[src/rtl/sha_auth_pkg.sv]
// sha_auth_pkg: shared encodings for the SHA-256 authenticated key-load sequencer.
// Optional magic-word check is enabled with SHA_AUTH_MAGIC_CHECK_EN.
package sha_auth_pkg;

    typedef logic [2:0] state_t;

    localparam state_t ST_IDLE     = 3'd0;
    localparam state_t ST_CLR      = 3'd1;
    localparam state_t ST_LOAD_MSG = 3'd2;
    localparam state_t ST_LOAD_DIG = 3'd3;
    localparam state_t ST_GO       = 3'd4;
    localparam state_t ST_WAIT     = 3'd5;
    localparam state_t ST_PASS     = 3'd6;
    localparam state_t ST_FAIL     = 3'd7;

    localparam logic [31:0] SHA_AUTH_MAGIC_W5 = 32'h49535448;
    localparam logic [31:0] SHA_AUTH_MAGIC_W6 = 32'hff484953;
    localparam logic [31:0] SHA_AUTH_MAGIC_W7 = 32'hff484953;

    localparam logic WC_MSG = 1'b0;
    localparam logic WC_DIG = 1'b1;

    localparam logic [2:0] KEY_LO_W = 3'd1;
    localparam logic [2:0] KEY_HI_W = 3'd4;

    function automatic logic is_key_word(input logic [2:0] idx);
        return (idx >= KEY_LO_W) && (idx <= KEY_HI_W);
    endfunction

    function automatic logic [1:0] key_slot(input logic [2:0] idx);
        logic [2:0] off;
        off = idx - KEY_LO_W;
        return off[1:0];
    endfunction

    function automatic logic magic_word_ok(input logic [2:0] idx,
                                           input logic [31:0] w);
        logic ok;
        ok = 1'b1;
        case (idx)
            3'd5:    ok = (w == SHA_AUTH_MAGIC_W5);
            3'd6:    ok = (w == SHA_AUTH_MAGIC_W6);
            3'd7:    ok = (w == SHA_AUTH_MAGIC_W7);
            default: ok = 1'b1;
        endcase
        return ok;
    endfunction

endpackage

[src/rtl/sha_auth_timer.sv]
// sha_auth_timer: load/clear/enable up-counter with a terminal-count flag
// raised on the last permitted wait cycle.
module sha_auth_timer #(
    parameter int TIMEOUT_CYCLES = 1024,
    parameter int TMR_W          = 11
) (
    input  logic             clk_i,
    input  logic             rst_i,
    input  logic             clr_i,
    input  logic             load_i,
    input  logic [TMR_W-1:0] load_val_i,
    input  logic             en_i,
    output logic             tc_o
);

    logic [TMR_W-1:0] cnt_q, cnt_d;

    always_comb begin
        cnt_d = cnt_q;
        if (clr_i) begin
            cnt_d = '0;
        end else if (load_i) begin
            cnt_d = load_val_i;
        end else if (en_i) begin
            cnt_d = cnt_q + TMR_W'(1);
        end
    end

    always_ff @(posedge clk_i or negedge rst_i) begin
        if (!rst_i) begin
            cnt_q <= '0;
        end else begin
            cnt_q <= cnt_d;
        end
    end

    assign tc_o = (cnt_q == TMR_W'(TIMEOUT_CYCLES - 1));

endmodule

[src/rtl/sha_auth_ctrl.sv]
// sha_auth_ctrl: loads message + expected digest into the sha256 core, runs it,
// and releases the AES key on a pass. SHA_AUTH_MAGIC_CHECK_EN adds a magic-word check.
module sha_auth_ctrl
    import sha_auth_pkg::*;
#(
    parameter int TIMEOUT_CYCLES = 1024,
    parameter int TMR_W          = 11
) (
    input  logic         clk_i,
    input  logic         rst_i,
    input  logic         start_i,
    input  logic         abort_i,
    input  logic         in_valid_i,
    output logic         in_ready_o,
    input  logic [31:0]  in_data_i,
    output logic         sha_reset_n_o,
    output logic         sha_cs_o,
    output logic         sha_we_o,
    output logic         sha_wc_o,
    output logic [2:0]   sha_address_o,
    output logic [31:0]  sha_write_data_o,
    input  logic         sha_digest_valid_i,
    output logic         busy_o,
    output logic         auth_pass_o,
    output logic         auth_fail_o,
    output logic [127:0] key_o,
    output logic         key_valid_o
);

    state_t         state_q, state_d;
    logic [2:0]     cnt_q, cnt_d;
    logic [127:0]   shadow_q, shadow_d;
    logic [127:0]   key_q, key_d;
    logic           key_valid_q, key_valid_d;
    logic           cs_q, cs_d;
    logic           we_q, we_d;
    logic           wc_q, wc_d;
    logic [2:0]     addr_q, addr_d;
    logic [31:0]    data_q, data_d;
    logic           tmr_clr, tmr_en, tmr_tc;
    logic           accept, loading, last_word;
`ifdef SHA_AUTH_MAGIC_CHECK_EN
    logic           magic_ok_q, magic_ok_d;
`endif

    sha_auth_timer #(
        .TIMEOUT_CYCLES (TIMEOUT_CYCLES),
        .TMR_W          (TMR_W)
    ) u_timer (
        .clk_i      (clk_i),
        .rst_i      (rst_i),
        .clr_i      (tmr_clr),
        .load_i     (1'b0),
        .load_val_i ('0),
        .en_i       (tmr_en),
        .tc_o       (tmr_tc)
    );

    assign loading   = (state_q == ST_LOAD_MSG) || (state_q == ST_LOAD_DIG);
    assign accept    = in_valid_i && loading;
    assign last_word = (cnt_q == 3'd7);

    always_comb begin
        state_d     = state_q;
        cnt_d       = cnt_q;
        shadow_d    = shadow_q;
        key_d       = key_q;
        key_valid_d = key_valid_q;
        cs_d        = 1'b0;
        we_d        = 1'b0;
        wc_d        = WC_MSG;
        addr_d      = '0;
        data_d      = '0;
        tmr_clr     = 1'b0;
        tmr_en      = 1'b0;
`ifdef SHA_AUTH_MAGIC_CHECK_EN
        magic_ok_d  = magic_ok_q;
`endif
        unique case (state_q)
            ST_IDLE: begin
                if (start_i) begin
                    key_d       = '0;
                    key_valid_d = 1'b0;
                    state_d     = ST_CLR;
                end
            end
            ST_CLR: begin
                cnt_d   = '0;
                state_d = ST_LOAD_MSG;
`ifdef SHA_AUTH_MAGIC_CHECK_EN
                magic_ok_d = 1'b1;
`endif
            end
            ST_LOAD_MSG, ST_LOAD_DIG: begin
                if (accept) begin
                    cs_d   = 1'b1;
                    we_d   = 1'b1;
                    wc_d   = (state_q == ST_LOAD_DIG) ? WC_DIG : WC_MSG;
                    addr_d = cnt_q;
                    data_d = in_data_i;
                    cnt_d  = cnt_q + 3'd1;
                    if (state_q == ST_LOAD_MSG) begin
                        if (is_key_word(cnt_q)) begin
                            shadow_d[{key_slot(cnt_q), 5'd0} +: 32] = in_data_i;
                        end
`ifdef SHA_AUTH_MAGIC_CHECK_EN
                        if (!magic_word_ok(cnt_q, in_data_i)) begin
                            magic_ok_d = 1'b0;
                        end
`endif
                        if (last_word) begin
                            state_d = ST_LOAD_DIG;
                        end
                    end else if (last_word) begin
`ifdef SHA_AUTH_MAGIC_CHECK_EN
                        state_d = magic_ok_q ? ST_GO : ST_FAIL;
`else
                        state_d = ST_GO;
`endif
                    end
                end
            end
            ST_GO: begin
                cs_d    = 1'b1;
                we_d    = 1'b0;
                tmr_clr = 1'b1;
                state_d = ST_WAIT;
            end
            ST_WAIT: begin
                tmr_en = 1'b1;
                // a valid on the terminal cycle still counts as a pass
                if (sha_digest_valid_i) begin
                    key_d       = shadow_q;
                    key_valid_d = 1'b1;
                    state_d     = ST_PASS;
                end else if (tmr_tc) begin
                    state_d = ST_FAIL;
                end
            end
            ST_PASS, ST_FAIL: begin
                shadow_d = '0;
                state_d  = ST_IDLE;
            end
            default: begin
                state_d = ST_IDLE;
            end
        endcase

        if (abort_i) begin
            state_d     = ST_IDLE;
            shadow_d    = '0;
            key_d       = '0;
            key_valid_d = 1'b0;
            cs_d        = 1'b0;
            we_d        = 1'b0;
            wc_d        = WC_MSG;
            addr_d      = '0;
            data_d      = '0;
        end
    end

    always_ff @(posedge clk_i or negedge rst_i) begin
        if (!rst_i) begin
            state_q     <= ST_IDLE;
            cnt_q       <= '0;
            shadow_q    <= '0;
            key_q       <= '0;
            key_valid_q <= 1'b0;
            cs_q        <= 1'b0;
            we_q        <= 1'b0;
            wc_q        <= WC_MSG;
            addr_q      <= '0;
            data_q      <= '0;
        end else begin
            state_q     <= state_d;
            cnt_q       <= cnt_d;
            shadow_q    <= shadow_d;
            key_q       <= key_d;
            key_valid_q <= key_valid_d;
            cs_q        <= cs_d;
            we_q        <= we_d;
            wc_q        <= wc_d;
            addr_q      <= addr_d;
            data_q      <= data_d;
        end
    end

`ifdef SHA_AUTH_MAGIC_CHECK_EN
    always_ff @(posedge clk_i or negedge rst_i) begin
        if (!rst_i) begin
            magic_ok_q <= 1'b0;
        end else begin
            magic_ok_q <= magic_ok_d;
        end
    end
`endif

    assign busy_o           = (state_q != ST_IDLE);
    assign sha_reset_n_o    = (state_q != ST_IDLE);
    assign in_ready_o       = loading;
    assign sha_cs_o         = cs_q;
    assign sha_we_o         = we_q;
    assign sha_wc_o         = wc_q;
    assign sha_address_o    = addr_q;
    assign sha_write_data_o = data_q;
    assign auth_pass_o      = (state_q == ST_PASS) && !abort_i;
    assign auth_fail_o      = (state_q == ST_FAIL) && !abort_i;
    assign key_o            = key_q;
    assign key_valid_o      = key_valid_q;

endmodule

[config.mk]
export PLATFORM = sky130hd
export DESIGN_NAME = sha_auth_ctrl
export DESIGN_NICKNAME = d
export VERILOG_FILES = /design/src/rtl/sha_auth_pkg.sv /design/src/rtl/sha_auth_timer.sv /design/src/rtl/sha_auth_ctrl.sv
export SDC_FILE = /design/constraint.sdc
export NUM_CORES = 1
export LEC_CHECK = 0
export ABC_AREA = 1
export CORE_UTILIZATION = 55
export CTS_CLUSTER_DIAMETER = 200
export DETAILED_ROUTE_END_ITERATION = 6
export PLACE_DENSITY = 0.87
export SLEW_MARGIN = 20
export SYNTH_ARGS = -nofsm -noshare
export SYNTH_HDL_FRONTEND = slang
export SYNTH_HIERARCHICAL = 1
export SYNTH_SLANG_ARGS = --single-unit
[constraint.sdc]
create_clock -name clk_i -period 4.5 [get_ports clk_i]
set_input_delay 0.675 -clock clk_i [delete_from_list [all_inputs] [get_ports clk_i]]
set_output_delay 0.675 -clock clk_i [all_outputs]
set_load 0.005 [all_outputs]
* Word-level counts from Yosys, hierarchy flattened
Index checks and enable logic that the tools add are counted.
** Word-level totals
- Register bits :: 312
- Latch bits :: 0
- Memory bits (writable) :: 0
- Memory bits (read-only) :: 0
- Input port bits :: 38
- Output and inout port bits :: 172
- Logic and storage cells :: 98
- Memories :: 0
** Operators by class
- $add $sub $neg :: 4
- Multipliers :: 0
- Div/mod/pow operators :: 0
- Order comparisons :: 2
- Equal/unequal tests :: 17
- Shift operators :: 2
- Muxes and demuxes :: 44
- Bitwise logic cells :: 0
- Reduce and logical (&&, ||, !) cells :: 18
** Operator list (number)
- 2-to-1 mux 128 bit :: 7
- case mux 128 bit (2 select lines) :: 2
- bitwise mux 128 bit :: 1
- variable shift 32 x 9 -> 128 bit (first input constant) :: 1
- variable part select 32 x 9 -> 128 bit :: 1
- 2-to-1 mux 32 bit :: 3
- 2-to-1 mux 3 bit :: 12
- 2-to-1 mux 11 bit :: 2
- inequality test 3 bit (second input constant) :: 6
- case mux 3 bit (6 select lines) :: 1
- == test 3 bit (second input constant) :: 5
- 2-to-1 mux 1 bit :: 13
- adder 11 x 1 -> 11 bit (second input constant) :: 1
- == test 11 x 10 -> 1 bit (second input constant) :: 1
- negator 7 -> 9 bit :: 1
- nonzero test 3 bit :: 3
- AND reduction 4 bit :: 2
- == test 3 x 2 -> 1 bit (second input constant) :: 2
- case mux 3 bit (2 select lines) :: 1
- logical AND 1 bit :: 4
- inequality test 4 bit (second input constant) :: 1
- case mux 1 bit (2 select lines) :: 2
- nonzero test 2 bit :: 2
- OR reduction 2 bit :: 2
- 11 further kinds :: 11

* Longest topological paths before layout
Gate-level depths: netlist of run 1.
- Depth in word-level cells :: 9
- Mapped depth :: 11
- Depth with buffers taken out :: 10

* By module
Netlist of run 1, hierarchy kept.
** Modules (own cells, without submodules)
- sha_auth_ctrl :: instances 1, cells each 1645, area each 14391.3 sq um, sequential area each 7532.2 sq um
- sha_auth_timer :: instances 1, cells each 121, area each 798.3 sq um, sequential area each 275.3 sq um

* Least setup slack after synthesis of run 1
OpenSTA, ideal clock, no wires.
- Path type :: flip-flop to flip-flop
- Start point :: register, netlist name cnt_q[0]
- End point :: register shadow_q[100]
- Data arrival time :: 1.625 ns
- Required time :: 4.383 ns
- Setup slack :: 2.758 ns
- Cell stages (with the launch flop) :: 9
- Buffers on the path :: 1
- Period minus slack after synthesis :: 1.742 ns
- Cell sequence :: dfrtp_1 inv_1 ha_1 inv_1 nand3_1 clkbuf_1 nor2_1 nand4_1 nand2_1
** RTL lines
- to (signal assigned) :: RTL line sha_auth_ctrl.sv:177 : shadow_q <= shadow_d;
- to (decl) :: RTL line sha_auth_ctrl.sv:32 : logic [127:0] shadow_q, shadow_d;

* Worst setup path in the final report of run 1
- Start point :: register state_q[1]
- End point :: register shadow_q[26]
** Between the ends
- Cells in the longest elaborated chain, start to end :: 5
- Elaborated cells on any way between the ends :: 15
- Those cells by class :: 7 x eq/ne; 2 x mux; 6 x reduce/logical
** RTL lines
- from (decl) :: RTL line sha_auth_ctrl.sv:30 : state_t state_q, state_d;
- from (signal assigned) :: RTL line sha_auth_ctrl.sv:175 : state_q <= state_d;
- == test 3 x 2 -> 1 bit, on equally long branches :: RTL line sha_auth_ctrl.sv:59, sha_auth_ctrl.sv:79, sha_auth_ctrl.sv:102
- logical OR 1 bit :: RTL line sha_auth_ctrl.sv:59 : assign loading = (state_q == ST_LOAD_MSG) || (state_q == ST_LOAD_DIG);
- logical AND 1 bit :: RTL line sha_auth_ctrl.sv:60 : assign accept = in_valid_i && loading;
- inequality test 3 bit (no line)
- AND reduction 4 bit (no line)
Parallel ways exist; a longest one is shown, timed or not.
A chain may end at the register's enable or synchronous reset.

==> results.cfg, run 1 <==
[final_layout]
syn2layout_area_growth_pct = 20.7
layout.nets = 1929
drive_gt1_share_pct = 10.8
diodes = 0

[floorplan]
die_w_um = 168
die_height_um = 168
core_area_sq_mm = 0.0270
die_area_sq_mm = 0.0283
fp-row-count = 60
initial_core_util_pct = 56.2
ios = 210

[critical_path]
arrival_ns = 3.37
r2r_slack_ns = 1.51
rr_worst_depth = 7
cp-end-kind = flip-flop
r2r-end = shadow_q[26]$_DFFE_PN0P_
timing.rr.start = state_q[1]$_DFFE_PN0P_
worstSetupPathType = flip-flop to flip-flop
crit_chain = nand2_4 > nand2_4 > or2_1 > nand3_2 > buf_4 > nand2_1 > nand2_1
startpoint_type = flip-flop
cp.required_ns = 4.89
critical-path-slowest-cell = or2_1
critPathMaxStageDelay_ns = 0.93
critPathMaxFanout = 36

[global_route]
grt_pass1_vias = 12894
grt_use_total_pct = 31.4
grt_max_degree = 164
gr-total-overflow = 0
antenna_found_initial = 0
grt_pass1_wl_um = 70300

[power_and_ir_drop]
pwr-share-clk_pct = 34.8
vdd_drop_max_v = 0.00111
intPower_w = 0.00532
pwr-share-comb_pct = 27.6
power_frac_seq_pct = 37.6
powerDensity_mw_per_mm2 = 459
p_leak_nw = 9.10
netSwitchingPower_w = 0.00310
swShare_pct = 36.8

[run_status]
outcome = finished with violations
violations = design-rule violations

[synth]
yosysMostFrequentCell = nand2_1
ys_seq_elements = 312
yosys.area.top_type = dfrtp_1
synth-main-ff-cell = dfrtp_1
ys_seq_area_share_pct = 51.4
syn_area_per_cell_sq_um = 8.60
async_reset_ff_share_pct = 100
syn_area_sq_mm = 0.0152
postSynthCellCount = 1766
synth-edff-count = 0
synth_top_area_share_pct = 51.4
synth_commonest_cells = nand2_1 (475), dfrtp_1 (312), nor2_1 (263), nand4_1 (257), nand3_2 (107)
synth_area_leaders = dfrtp_1 (51%), nand2_1 (12%), nand4_1 (11%)
yosysWarnings = 6
ys_types = 31

[timing]
slew_headroom_pct = 23.7
drv_slew = 0
rsz0062_at_grt = no
setup_viol = 0
min_period_ns = 2.99
postLayoutSetupSlackWorst_ns = 1.51
tns_ns = 0
tightest_slew_ns = 1.14
hold_violations = 0
fmax_ghz = 0.335
timing.final.crit_share_pct = 66.3
skew_ns = 0.0191

[routing]
viasPerCell = 6.03
drcViolationCount = 2
first_pass_iters = 7
drt_iter0_drc = 1693
wirelength_um = 44100
vias = 13550
ant_nets = 0
wl_per_cell_um = 19.6

[cts]
hold_buffers = 0
root_buffer = clkbuf_16
cts_resized = 0
cts.sinks = 312
cts_buffers = 34
cts_setup_buffers = 0
htree_levels = 2
insertion_delay_ns = 0.52
clkTransAtPathRegs_ns = 0.06
tritoncts = built
cts_buffer_depth = 3

[placed_design]
pre_cts_slack_ns = 1.17
portBuffers = 209
post-dp-hpwl_um = 28200
gp_congestion = 0.921

[run]
drv_cap = 0

[worst_hold_path]
hold_class = input pin to asynchronous set/reset pin
area by class of cell:
class | count | area, sq um
clock buffers | 50 | 982
clock inverters | 9 | 176
fillers | 2009 | 8690
inverters | 59 | 231
multi-input cells | 1243 | 6310
flip-flops and latches | 312 | 7810
well taps | 341 | 427
repair buffers | 233 | 2400
state kept, by name, indices dropped and copies added (netlist names):
signal,flops
u_timer/cnt_q,11
key_valid_o,1
sha_wc_o,1
cnt_q,3
shadow_q,128
sha_we_o,1
key_o,128
sha_address_o,3
state_q,3
sha_cs_o,1
sha_write_data_o,32
critical path: cells and delay by family, from the launching register on:
kind	cells	cell delay (ns)
and+or+nand+nor	6	1.98
DFF	1	0.57
buffers and inverters	1	0.29
cell families (layout without fill, tap and decap cells):
| kind of cell | count (synthesis) | after routing | share of synthesized area, % |
|---|---|---|---|
| XOR/XNOR | 2 | 2 | 0.115 |
| buffers and inverters | 222 | 351 | 7.57 |
| AO/OA/AOI/OAI | 21 | 21 | 0.733 |
| other | 1 | 12 | 0.0247 |
| AND/OR/NAND/NOR | 1200 | 1200 | 39.5 |
| flip-flops | 312 | 312 | 51.4 |
| adder cells (fa/ha/maj) | 8 | 8 | 0.659 |
how the worst max path moves through the flow:
stage                            from                        end  cells past startpoint
2_1_floorplan    cnt_q[0]$_DFFE_PN0P_  shadow_q[100]$_DFFE_PN0P_                      8
3_3_place_gp                  abort_i   shadow_q[76]$_DFFE_PN0P_                      8
3_5_place_dp                  abort_i   shadow_q[79]$_DFFE_PN0P_                      8
4_1_cts        state_q[1]$_DFFE_PN0P_   shadow_q[82]$_DFFE_PN0P_                      7
5_1_grt        state_q[1]$_DFFE_PN0P_   shadow_q[28]$_DFFE_PN0P_                      7
6_report       state_q[1]$_DFFE_PN0P_   shadow_q[26]$_DFFE_PN0P_                      7
metal layers:
layer	vias up	GRT usage (%)	wire length, um
met4	0	12.5	1740
met2	807	50.5	21000
li1	6106	-	-
met1	6501	43.3	17300
met5	-	0	0
met3	136	4.47	4000
cells in the final DEF, fill, tap and decap left out:
cell type,instances
buf_8,1
inv_6,3
clkinv_2,2
clkbuf_16,35
xor2_1,1
xnor2_1,1
clkinvlp_4,1
clkbuf_1,10
nor2_4,4
clkdlybuf4s50_1,208
conb_1,12
clkbuf_8,5
nand2_2,2
nand3b_1,1
o21ai_0,9
nand2_1,475
nand3_2,107
a21oi_1,3
nor2_2,2
ha_1,8
nand3_4,1
dfrtp_1,312
or2_2,1
nand2_8,1
nand4_1,257
nand3_1,78
o21ai_1,7
nand2_4,5
bufinv_16,5
o31ai_1,1
nor2_1,263
or2_1,3
inv_2,5
buf_12,8
inv_1,52
buf_4,15
o21ai_2,1
buf_16,1
power by group through the flow:
stage                     Sequential (W)  Clock [W]  Combinational [W]
after detailed placement         0.00320          0            0.00226
after global placement           0.00319          0            0.00221
after global routing             0.00318    0.00306            0.00250
final                            0.00316    0.00293            0.00232
after floorplan                  0.00314          0            0.00187
after CTS                        0.00316    0.00296            0.00228
metrics by stage:
step	hold slack (ns)	utilization [%]	instances	power [W]	cell area, sq um
floorplan	0.379	-	1777	0.00501	15200
global placement	0.455	63.4	2187	0.00541	17100
detailed placement	0.459	63.4	2187	0.00547	17100
CTS	0.338	67.7	2246	0.00839	18300
global route	0.124	67.8	2247	0.00873	18300
finish	0.0942	67.8	2247	0.00842	18300
Note: power is estimated with default switching activity, not from simulation.
==> run 2, diff against run 1 <==
Settings changed: CORE_UTILIZATION 55 to 50, PLACE_DENSITY 0.87 to 0.84.
Clock period 4.5 ns to 2.7 ns, I/O delays scaled along.
==> run 2 against run 1 <==
The flow still finishes with violations (design-rule violations). Via count shrank 1.2%. Worst hold slack improved by 0.32 ns. Sequential share of layout area decreased by 0.53 points. Critical path depth fell by 4. Total power up 64%. Setup slack worse by 1.3 ns. Design area up 1.3%. Clock power up 53%. Largest power group unchanged.
==> results.cfg, run 2 (same netlist as run 1, synthesis figures left out) <==
[run_status]
outcome = finished with violations
violations = design-rule violations

[final_layout]
diodes = 0
finalNonFillerCells = 2326
drive_gt1_share_pct = 12.3
multi_input_comb_area_sq_mm = 0.00631
syn2layout_area_growth_pct = 22.2
layout.nets = 1959
regArea_sq_mm = 0.00781
final_cell_mix = nand2_1 (475), dfrtp_1 (312), nor2_1 (263)
final_common_cell = nand2_1
finalCoreUtilization_pct = 62.3
nFillCells = 2475

[routing]
vias = 13383
drt_iter0_drc = 1627
wl_per_cell_um = 18.7
wirelength_um = 43500
first_pass_iters = 7
drcViolationCount = 2
ant_nets = 0
viasPerCell = 5.75

[cts]
insertion_delay_ns = 0.57
cts_buffer_depth = 3
root_buffer = clkbuf_16
clkTransAtPathRegs_ns = 0.06
htree_levels = 1
tritoncts = built
cts_buffers = 31
cts.sinks = 312

[timing]
hold_ws_ns = 0.411
min_period_ns = 2.48
rsz0062_at_grt = no
slew_headroom_pct = 39.7
skew_ns = 0.0161
drv_slew = 0
timing.final.crit_share_pct = 91.7
postLayoutSetupSlackWorst_ns = 0.225
tightest_slew_ns = 0.903
tns_ns = 0
fmax_ghz = 0.404
hold_violations = 0
setup_viol = 0

[floorplan]
ios = 210
initial_core_util_pct = 51.0
die_w_um = 176
die_area_sq_mm = 0.0311
die_height_um = 176
fp-row-count = 63
core_area_sq_mm = 0.0298

[power_and_ir_drop]
vdd_drop_max_v = 0.00117
intPower_w = 0.00870
netSwitchingPower_w = 0.00512
pwr-share-clk_pct = 32.5
pwr-share-comb_pct = 29.5
swShare_pct = 37.0
powerDensity_mw_per_mm2 = 745
power_frac_seq_pct = 38.0
p_leak_nw = 9.22

[placed_design]
placedCellCount = 2269
gp_congestion = 0.922
pre_cts_slack_ns = 0.0797
portBuffers = 209
post-dp-hpwl_um = 29200

[critical_path]
critPathMaxStageDelay_ns = 0.51
critical-path-slowest-cell = dfrtp_1
path_depth = 3
arrival_ns = 2.07
worstSetupPathType = flip-flop to output port
critPathMaxFanout = 8
cp.required_ns = 2.30
startpoint_type = flip-flop
crit_chain = nor2_2 > nand2_1 > clkdlybuf4s50_1
rr_worst_depth = 9
cp_top_family = flip-flops
cp-end-kind = output port
cp.buffers_inverters = 1

[global_route]
gr-total-overflow = 0
grt_pass1_wl_um = 69000
grt_max_degree = 130
grt_pass1_vias = 12793
grt_use_total_pct = 28.2
antenna_found_initial = 0

[run]
drv_cap = 0

[worst_hold_path]
hold_class = input pin to asynchronous set/reset pin
run 2: power by group through the flow:
stage / logic, W / clock network [W] / registers (W)
2_1_floorplan: 0.00312 / 0 / 0.00524
3_3_place_gp: 0.00395 / 0 / 0.00530
3_5_place_dp: 0.00401 / 0 / 0.00532
4_1_cts: 0.00404 / 0.00454 / 0.00524
5_1_grt: 0.00440 / 0.00474 / 0.00527
6_report: 0.00408 / 0.00449 / 0.00525
run 2: repair_timing:
action | in CTS | in global routing
resized for setup | 0 | 0
hold endpoints to repair | 68 | 0
buffers inserted | 0 | 0
hold buffers | 1 | 0
run 2: metal layers:
metal	vias to the layer above	global-route usage (%)	wire length, um	part of all wire [%]
li1	6169	-	-	-
met1	6472	38.4	17600	40
met2	633	44.8	20700	47
met3	109	4.65	3530	8.1
met4	0	11.6	1730	4.0
met5	-	0	0	0
run 2: metrics by stage:
step           instance area (sq um)  total power, W
4_1_cts                        18600          0.0138
5_1_grt                        18600          0.0144
6_report                       18600          0.0138
3_5_place_dp                   17500         0.00933
3_3_place_gp                   17500         0.00925
2_1_floorplan                  15200         0.00836
run 2: path summary, 6_finish.rpt:
check	to	slack, ns	from
worst min-delay path	key_o[47]$_DFFE_PN0P_	0.41	rst_i
worst max-delay path	busy_o	0.22	state_q[1]$_DFFE_PN0P_
worst max register to register	shadow_q[81]$_DFFE_PN0P_	0.37	cnt_q[0]$_DFFE_PN0P_
min in group clk_i	sha_write_data_o[28]$_DFF_PN0_	0.47	in_data_i[28]
max in group asynchronous	key_o[60]$_DFFE_PN0P_	1.39	rst_i
worst min register to register	shadow_q[23]$_DFFE_PN0P_	0.47	shadow_q[23]$_DFFE_PN0P_
run 2: cell type report:
cell class	count	area share (%)
flip-flops and latches	312	42.1
multi-input cells	1243	34.0
repair buffers	266	14.4
clock buffers	42	4.73
well taps	390	2.63
inverters	59	1.25
clock inverters	14	0.984
run 2: worst register-to-register path: stages, from the launching register on:
cell and delay, ns:
dfrtp_1 0.38, inv_1 0.21, ha_1 0.25, nor2_1 0.06, nor2_1 0.08, nand2_1 0.09
nand2_4 0.22, nand3_2 0.57, nand2_1 0.26, nand2_1 0.09
==> run 3, diff against run 2 <==
Settings changed: ABC_CLOCK_PERIOD_IN_PS from default to 2700, REMOVE_ABC_BUFFERS from default to 1.
==> run 3 against run 2 <==
The flow now finishes without violations. Via count grew 1.8%. Core utilization about the same. Critical path depth up 5. Critical path type is now flip-flop to flip-flop.
==> results.cfg, run 3 (same netlist as run 1, synthesis figures left out) <==
[timing]
min_period_ns = 2.53
fmax_ghz = 0.396
skew_ns = 0.0182
hold_violations = 0
drv_slew = 0
rsz0062_at_grt = no
tns_ns = 0
tightest_slew_ns = 0.847
hold_ws_ns = 0.397
timing.final.crit_share_pct = 93.6
postLayoutSetupSlackWorst_ns = 0.172
slew_headroom_pct = 43.6
setup_viol = 0

[power_and_ir_drop]
powerDensity_mw_per_mm2 = 757
p_leak_nw = 9.20
total_power_w = 0.0140
vdd_drop_max_v = 0.000906

[global_route]
grt_pass1_vias = 13081
grt_pass1_wl_um = 69600
grt_use_total_pct = 28.2
grt_max_degree = 109
antenna_found_initial = 0
gr-total-overflow = 0

[floorplan]
die_height_um = 176
die_w_um = 176
die_area_sq_mm = 0.0311
fp-row-count = 63
core_area_sq_mm = 0.0298
ios = 210
initial_core_util_pct = 51.0

[placed_design]
portBuffers = 209
post-dp-hpwl_um = 26900
gp_congestion = 0.880
pre_cts_slack_ns = 0.230

[worst_hold_path]
hold_class = input pin to asynchronous set/reset pin

[final_layout]
drive_gt1_share_pct = 11.8
multi_input_comb_area_sq_mm = 0.00633
nFillCells = 2394
diodes = 0
final_cell_mix = nand2_1 (475), dfrtp_1 (312), nor2_1 (263)
finalCoreUtilization_pct = 62.3
final_common_cell = nand2_1
syn2layout_area_growth_pct = 22.1
regArea_sq_mm = 0.00781
layout.nets = 1946

[critical_path]
arrival_ns = 2.97
cp-end-kind = flip-flop
startpoint_type = flip-flop
cp.required_ns = 3.14
critPathMaxFanout = 19
worstSetupPathType = flip-flop to flip-flop

[cts]
insertion_delay_ns = 0.52
clkTransAtPathRegs_ns = 0.06
cts_setup_buffers = 0
cts.sinks = 312
tritoncts = built
htree_levels = 2
root_buffer = clkbuf_16
cts_buffers = 34
cts_buffer_depth = 3

[run_status]
outcome = complete, no violations

[routing]
wirelength_um = 43400
wl_met2_um = 20700
first_pass_iters = 6
viasPerCell = 5.90
wl_met1_um = 17100
ant_nets = 0
drt_iter0_drc = 1784
vias = 13620
top_layer = met4
wl_met3_um = 4050
drcViolationCount = 0
wl_per_cell_um = 18.8

[run]
drv_cap = 0
[run 3: cell types whose count changed in the layout (fill, tap and decap cells not counted), moves of 2 or more]
| cell | before | now |
|---|---|---|
| clkbuf_16 | 31 | 37 |
| clkinvlp_4 | 2 | 0 |
| buf_12 | 11 | 13 |
| inv_6 | 3 | 1 |
| nand3_2 | 107 | 109 |
| nand3_1 | 78 | 75 |
| clkbuf_8 | 6 | 8 |
| buf_4 | 45 | 27 |
| bufinv_16 | 4 | 1 |
[run 3: repair_timing]
item / CTS / global route
resized for setup: 0 / 1
endpoints found under the setup margin: 0 / 1
hold endpoints to repair: 42 / 0
hold buffers: 1 / 0
[run 3: metal layers]
| layer | track usage, % | vias to the layer above |
|---|---|---|
| met1 | 37.7 | 6576 |
| met3 | 5.81 | 126 |
| met5 | 0 | - |
| li1 | - | 6137 |
| met4 | 11.6 | 0 |
| met2 | 44.7 | 781 |
[run 3: path summary, 6_finish.rpt]
kind                       depth (start not counted)  slack (ns)                             to                     start
max in group asynchronous                          3        1.38          key_o[20]$_DFFE_PN0P_                     rst_i
max reg2reg                                        8        0.17       shadow_q[92]$_DFFE_PN0P_      cnt_q[0]$_DFFE_PN0P_
min reg2reg                                        2        0.47       shadow_q[76]$_DFFE_PN0P_  shadow_q[76]$_DFFE_PN0P_
min in group clk_i                                 2        0.47       shadow_q[76]$_DFFE_PN0P_  shadow_q[76]$_DFFE_PN0P_
min                                                2        0.40  sha_write_data_o[8]$_DFF_PN0_                     rst_i
max                                                8        0.17       shadow_q[92]$_DFFE_PN0P_      cnt_q[0]$_DFFE_PN0P_
[run 3: worst max-delay path: stages, from the launching register on]
cell and delay, ns:
dfrtp_1 0.53, inv_1 0.26, ha_1 0.46, inv_1 0.14, nand3_2 0.36, buf_12 0.33, nor2_1 0.14, nand4_1 0.11
nand2_1 0.12
[run 3: layout make-up]
| cell class | count | share of cell area (%) |
|---|---|---|
| repair buffers | 250 | 13.9 |
| multi-input cells | 1243 | 34.1 |
| clock inverters | 7 | 0.384 |
| flip-flops and latches | 312 | 42.1 |
| well taps | 390 | 2.63 |
| clock buffers | 49 | 5.66 |
| inverters | 59 | 1.26 |
[run 3: through the flow]
step | std cells | cell area (sq um)
after floorplan | 1614 | 14300
after global placement | 2253 | 17400
after detailed placement | 2253 | 17400
after CTS | 2310 | 18500
after global routing | 2310 | 18600
final | 2310 | 18600
[run 3: power by group]
part | internal (W) | total (W) | switching, W | leakage [nW]
Sequential | 0.00499 | 0.00526 | 0.000278 | 4.32
Clock | 0.00279 | 0.00465 | 0.00186 | 0.559
Combinational | 0.00101 | 0.00413 | 0.00312 | 4.32
